File: config.mk
export PLATFORM = sky130hd
export DESIGN_NAME = cpu_fetch_ctrl
export DESIGN_NICKNAME = d
export VERILOG_FILES = /design/src/rtl/cpu_fetch_ctrl.sv
export SDC_FILE = /design/constraint.sdc
export NUM_CORES = 1
export LEC_CHECK = 0
export CAP_MARGIN = 10
export CORE_MARGIN = 1
export CORE_UTILIZATION = 51
export CTS_BUF_LIST = sky130_fd_sc_hd__clkbuf_8
export DETAILED_ROUTE_END_ITERATION = 6
export PLACE_DENSITY = 0.84
export REMOVE_ABC_BUFFERS = 1
export SYNTH_ARGS = -nofsm -noshare
export SYNTH_HDL_FRONTEND = slang
export SYNTH_SLANG_ARGS = --single-unit
File: constraint.sdc
create_clock -name clk -period 5.7 [get_ports clk]
set_input_delay 0.57 -clock clk [delete_from_list [all_inputs] [get_ports clk]]
set_output_delay 0.57 -clock clk [all_outputs]
set_load 0.005 [all_outputs]
File: src/rtl/cpu_fetch_ctrl.sv
// cpu_fetch_ctrl
// Instruction-fetch sequencer for the MIPS core. Owns the program counter,
// drives the read side of the instruction memory bus (holding read/address
// across waitrequest stalls), presents each fetched word to decode over a
// valid/ready handshake, and applies taken branches after the delay slot.
// A branch to HALT_ADDR stops the core once its delay slot is consumed.
//
// Ports:
//   clk          system clock, rising edge
//   reset        asynchronous, active-low reset
//   address      instruction bus address (always equals pc_o)
//   read         instruction bus read request
//   waitrequest  bus stall; transfer completes on an edge with read=1, waitrequest=0
//   readdata     instruction word, valid on the completing edge
//   instr_o      fetched instruction presented to decode
//   instr_valid  instr_o holds an unconsumed instruction
//   instr_ready  decode accepts; consume = instr_valid & instr_ready on an edge
//   b_cond_met   consumed instruction is a taken branch/jump
//   b_target     branch destination, sampled with b_cond_met
//   pc_o         address of the instruction being fetched or held
//   active       core running; 0 once halted
module cpu_fetch_ctrl #(
  parameter logic [31:0] RESET_VECTOR = 32'hBFC00000,
  parameter logic [31:0] HALT_ADDR    = 32'h00000000
) (
  input  logic        clk,
  input  logic        reset,
  output logic [31:0] address,
  output logic        read,
  input  logic        waitrequest,
  input  logic [31:0] readdata,
  output logic [31:0] instr_o,
  output logic        instr_valid,
  input  logic        instr_ready,
  input  logic        b_cond_met,
  input  logic [31:0] b_target,
  output logic [31:0] pc_o,
  output logic        active
);

  typedef enum logic [1:0] {
    ST_START,
    ST_FETCH,
    ST_HOLD,
    ST_HALTED
  } state_t;

  state_t      r_state;
  logic [31:0] r_pc;
  logic [31:0] r_instr;
  logic [31:0] r_tgt;
  logic        r_pending;
  logic        r_read;
  logic        r_instr_valid;
  logic        r_active;

  logic        w_consume;
  logic [31:0] w_pc_inc;

  assign w_consume = (r_state == ST_HOLD) && r_instr_valid && instr_ready;
  // Natural 32-bit wrap: FFFFFFFC + 4 lands on 0 as an ordinary fetch.
  assign w_pc_inc  = r_pc + 32'd4;

  // Outputs are registered alongside the state so the async reset clears
  // read/instr_valid immediately without any combinational decode.
  always_ff @(posedge clk or negedge reset) begin
    if (!reset) begin
      r_state       <= ST_START;
      r_pc          <= RESET_VECTOR;
      r_instr       <= '0;
      r_tgt         <= '0;
      r_pending     <= 1'b0;
      r_read        <= 1'b0;
      r_instr_valid <= 1'b0;
      r_active      <= 1'b1;
    end else begin
      case (r_state)
        ST_START: begin
          r_state <= ST_FETCH;
          r_read  <= 1'b1;
        end

        ST_FETCH: begin
          if (!waitrequest) begin
            r_instr       <= readdata;
            r_read        <= 1'b0;
            r_instr_valid <= 1'b1;
            r_state       <= ST_HOLD;
          end
        end

        ST_HOLD: begin
          if (w_consume) begin
            r_instr_valid <= 1'b0;
            if (r_pending) begin
              // Delay slot just consumed: redirect to the saved target.
              // Any branch flag on this edge is deliberately ignored.
              r_pc      <= r_tgt;
              r_pending <= 1'b0;
              if (r_tgt == HALT_ADDR) begin
                r_state  <= ST_HALTED;
                r_read   <= 1'b0;
                r_active <= 1'b0;
              end else begin
                r_state <= ST_FETCH;
                r_read  <= 1'b1;
              end
            end else begin
              if (b_cond_met) begin
                r_tgt     <= b_target;
                r_pending <= 1'b1;
              end
              r_pc    <= w_pc_inc;
              r_state <= ST_FETCH;
              r_read  <= 1'b1;
            end
          end
        end

        ST_HALTED: begin
          r_read        <= 1'b0;
          r_instr_valid <= 1'b0;
          r_active      <= 1'b0;
          r_pc          <= HALT_ADDR;
        end

        default: begin
          r_state <= ST_START;
        end
      endcase
    end
  end

  assign address     = r_pc;
  assign pc_o        = r_pc;
  assign read        = r_read;
  assign instr_o     = r_instr;
  assign instr_valid = r_instr_valid;
  assign active      = r_active;

endmodule

==> results.toml <==
[yosys]
synthTopCellsByArea = "dfrtp_1 (46%), mux2_2 (14%), dfstp_2 (5.2%), buf_4 (4.8%), o21ai_0 (3.3%)"
synth-main-ff-cell = "dfrtp_1"
yosysTopAreaCellShare = 0.456
syn_inst = 445
yosys_warnings = 0
synth_edf_count = 0
yosysUniqueCellTypes = 55
synth_seq_cells = 102
yosys.area.top_type = "dfrtp_1"
syn_area_um2 = 5040
syn-mean-instance-area_um2 = 11.3
synth-async-reset-ratio = 1.00
synth-seq-area-share = 0.509

[outcome]
outcome = "finished clean"

[power]
pwr-share-comb = 0.384
switching_share = 0.336
p_per_area_nw_per_um2 = 412
internal-power_mw = 1.85
seqPwrFrac = 0.457
clkPwrFrac = 0.159
switchingPower_mw = 0.935
ir_drop_uv = 295
leakagePower_nw = 2.71

[floorplan]
die_x_um = 101
core_um2 = 9420
ios = 168
initial_core_util = 0.536
die-area_um2 = 10300
rows = 35
dieHeight_um = 101

[timing]
period_share = 0.465
setup_violations = 0
finClkSkew_ns = 0.0120
drv_slew = 0
slew_headroom = 0.295
fin_hold_ws_ns = 0.162
setup_tns_ns = 0
max_freq_mhz = 377
worstMarginPinSlew_ns = 1.06
min_period_ns = 2.65
rsz0062_at_grt = "no"
finalHoldViolations = 0

[place]
port-buffer-count = 167
place_hpwl_um = 9380
gp_congestion = 0.845

[drt]
vias = 4104
route.antenna.remaining_nets = 0
drtIter0Drc = 258
dr.pass1.iters = 5
wl_per_cell_um = 18.0
wl_um = 12700
drt-vias-per-instance = 5.81
drc_errors = 0

[clock_network]
hold_buffers = 0
clock-root-buffer = "clkbuf_8"
cts_tree = "yes"
htree_levels = 3
cts_post_setup_buffers_inserted = 0
numCtsBuffers = 9
clk_pin_slew_worst_paths_ns = 0.11
cts_num_sinks = 102
cts.path.max_buffers = 2
cts_resized = 0
clkLatencyLatePin_ns = 0.37

[layout]
fillers = 694
seqCellArea_um2 = 2560
fin_nets = 646
syn_to_final_growth_pct = 33.8
diodes = 0
layout-drive-gt1-share = 0.182
multi_input_area_um2 = 2110

[worst_setup_path]
crit_arrival_ns = 2.96
critPathMaxFanout = 30
reg2reg_from = "r_state[0]$_DFFE_PN0P_"
cp.required_ns = 6.01
startpoint = "r_state[0]$_DFFE_PN0P_"
endpoint_kind = "flop"
path_class = "reg2reg"
critPathLaunchType = "flop"

[global_routing]
grt_pass1_wl_um = 20300
grt_pass1_vias = 4115
grt_max_degree = 64
antenna_found_initial = 0
grt_usage = 0.258
globalRouteOverflowTotal = 0

[min_path]
hold_class = "in2async"

[run]
max_cap_violations = 0
placed cells by master (no fill, tap or decap), drive strengths merged, types with 4 or more instances in the layout:
cell,instances
a21oi,14
a22oi,10
a31oi,5
a32oi,4
and2,5
and3,8
and4,4
buf,5
clkbuf,9
clkdlybuf4s50,166
dfrtp,92
dfstp,10
ha,5
inv,11
mux2,64
nand2,21
nand3,18
nand4,11
nor2,14
nor3,8
nor4,9
o21ai,36
o31ai,4
xor2,7
power by group through the flow:
stage	registers [mW]	clock network [mW]	logic, mW
after floorplan	1.23	0	0.477
after global placement	1.26	0	1.02
after detailed placement	1.28	0	1.06
after CTS	1.27	0.451	1.07
after global routing	1.31	0.481	1.15
final	1.27	0.443	1.07
worst max-delay path, cell delays in order (launching register included):
cell	delay, ns
dfrtp_1	0.42
inv_1	0.11
ha_1	0.37
nand4b_1	0.38
or2_2	0.64
or4_1	0.57
nand3_1	0.10
cells in the mapped netlist (all sizes together) (6+ instances only):
library cell and n:
dfrtp 92, mux2 64, buf 42, o21ai 36, nand2 21, nand3 18
a21oi 14, nor2 14, clkbuf 13, nand4 11, a22oi 10, dfstp 10
nor4 9, and3 8, nor3 8, xor2 7, inv 6
sequential cells by signal (all words and copies together), names as in the netlist:
name and count:
r_tgt 32, address 32, r_pending 1, instr_valid 1
instr_o 32, r_state 2, active 1, read 1
final timing paths:
kind / endpoint / slack, ns / depth (start not counted)
min reg2reg: active$_DFFE_PN1P_ / 0.50 / 1
max: address[23]$_DFFE_PN1P_ / 3.05 / 6
min in group clk: active$_DFFE_PN1P_ / 0.50 / 1
min: r_tgt[9]$_DFFE_PN0P_ / 0.16 / 1
max in group asynchronous: r_tgt[20]$_DFFE_PN0P_ / 4.34 / 2
max reg2reg: address[23]$_DFFE_PN1P_ / 3.05 / 6
kinds of logic after synthesis:
| kind of cell | count (synthesis) | share of synthesized area |
|---|---|---|
| compound gates | 91 | 0.115 |
| xor+xnor | 10 | 0.0174 |
| fa+ha+maj | 5 | 0.0124 |
| buf+inv | 61 | 0.0752 |
| flops | 102 | 0.509 |
| mux | 66 | 0.147 |
| simple gates | 110 | 0.125 |
per-layer routing:
metal	vias to the layer above	GRT usage	routed length [um]
li1	1860	-	-
met1	2000	0.302	4860
met2	216	0.435	6260
met3	28	0.0966	1280
met4	0	0.0903	332
met5	-	0	0
stage by stage:
step | cell area (um^2) | std cells | utilization | setup WS (ns) | power [mW]
after floorplan | 4690 | 390 | - | 2.82 | 1.70
after global placement | 6560 | 690 | 0.697 | 2.95 | 2.29
after detailed placement | 6560 | 690 | 0.697 | 2.92 | 2.35
after CTS | 6750 | 706 | 0.717 | 3.07 | 2.80
after global routing | 6750 | 706 | 0.717 | 2.91 | 2.94
final | 6750 | 706 | 0.717 | 3.05 | 2.78
layout make-up:
cell class | instances | share of cell area
flip-flops and latches | 102 | 0.380
multi-input cells | 282 | 0.313
repair buffers | 171 | 0.252
well taps | 129 | 0.0239
clock buffers | 9 | 0.0184
clock inverters | 7 | 0.00946
inverters | 6 | 0.00334
(Power assumes the default switching activity.)
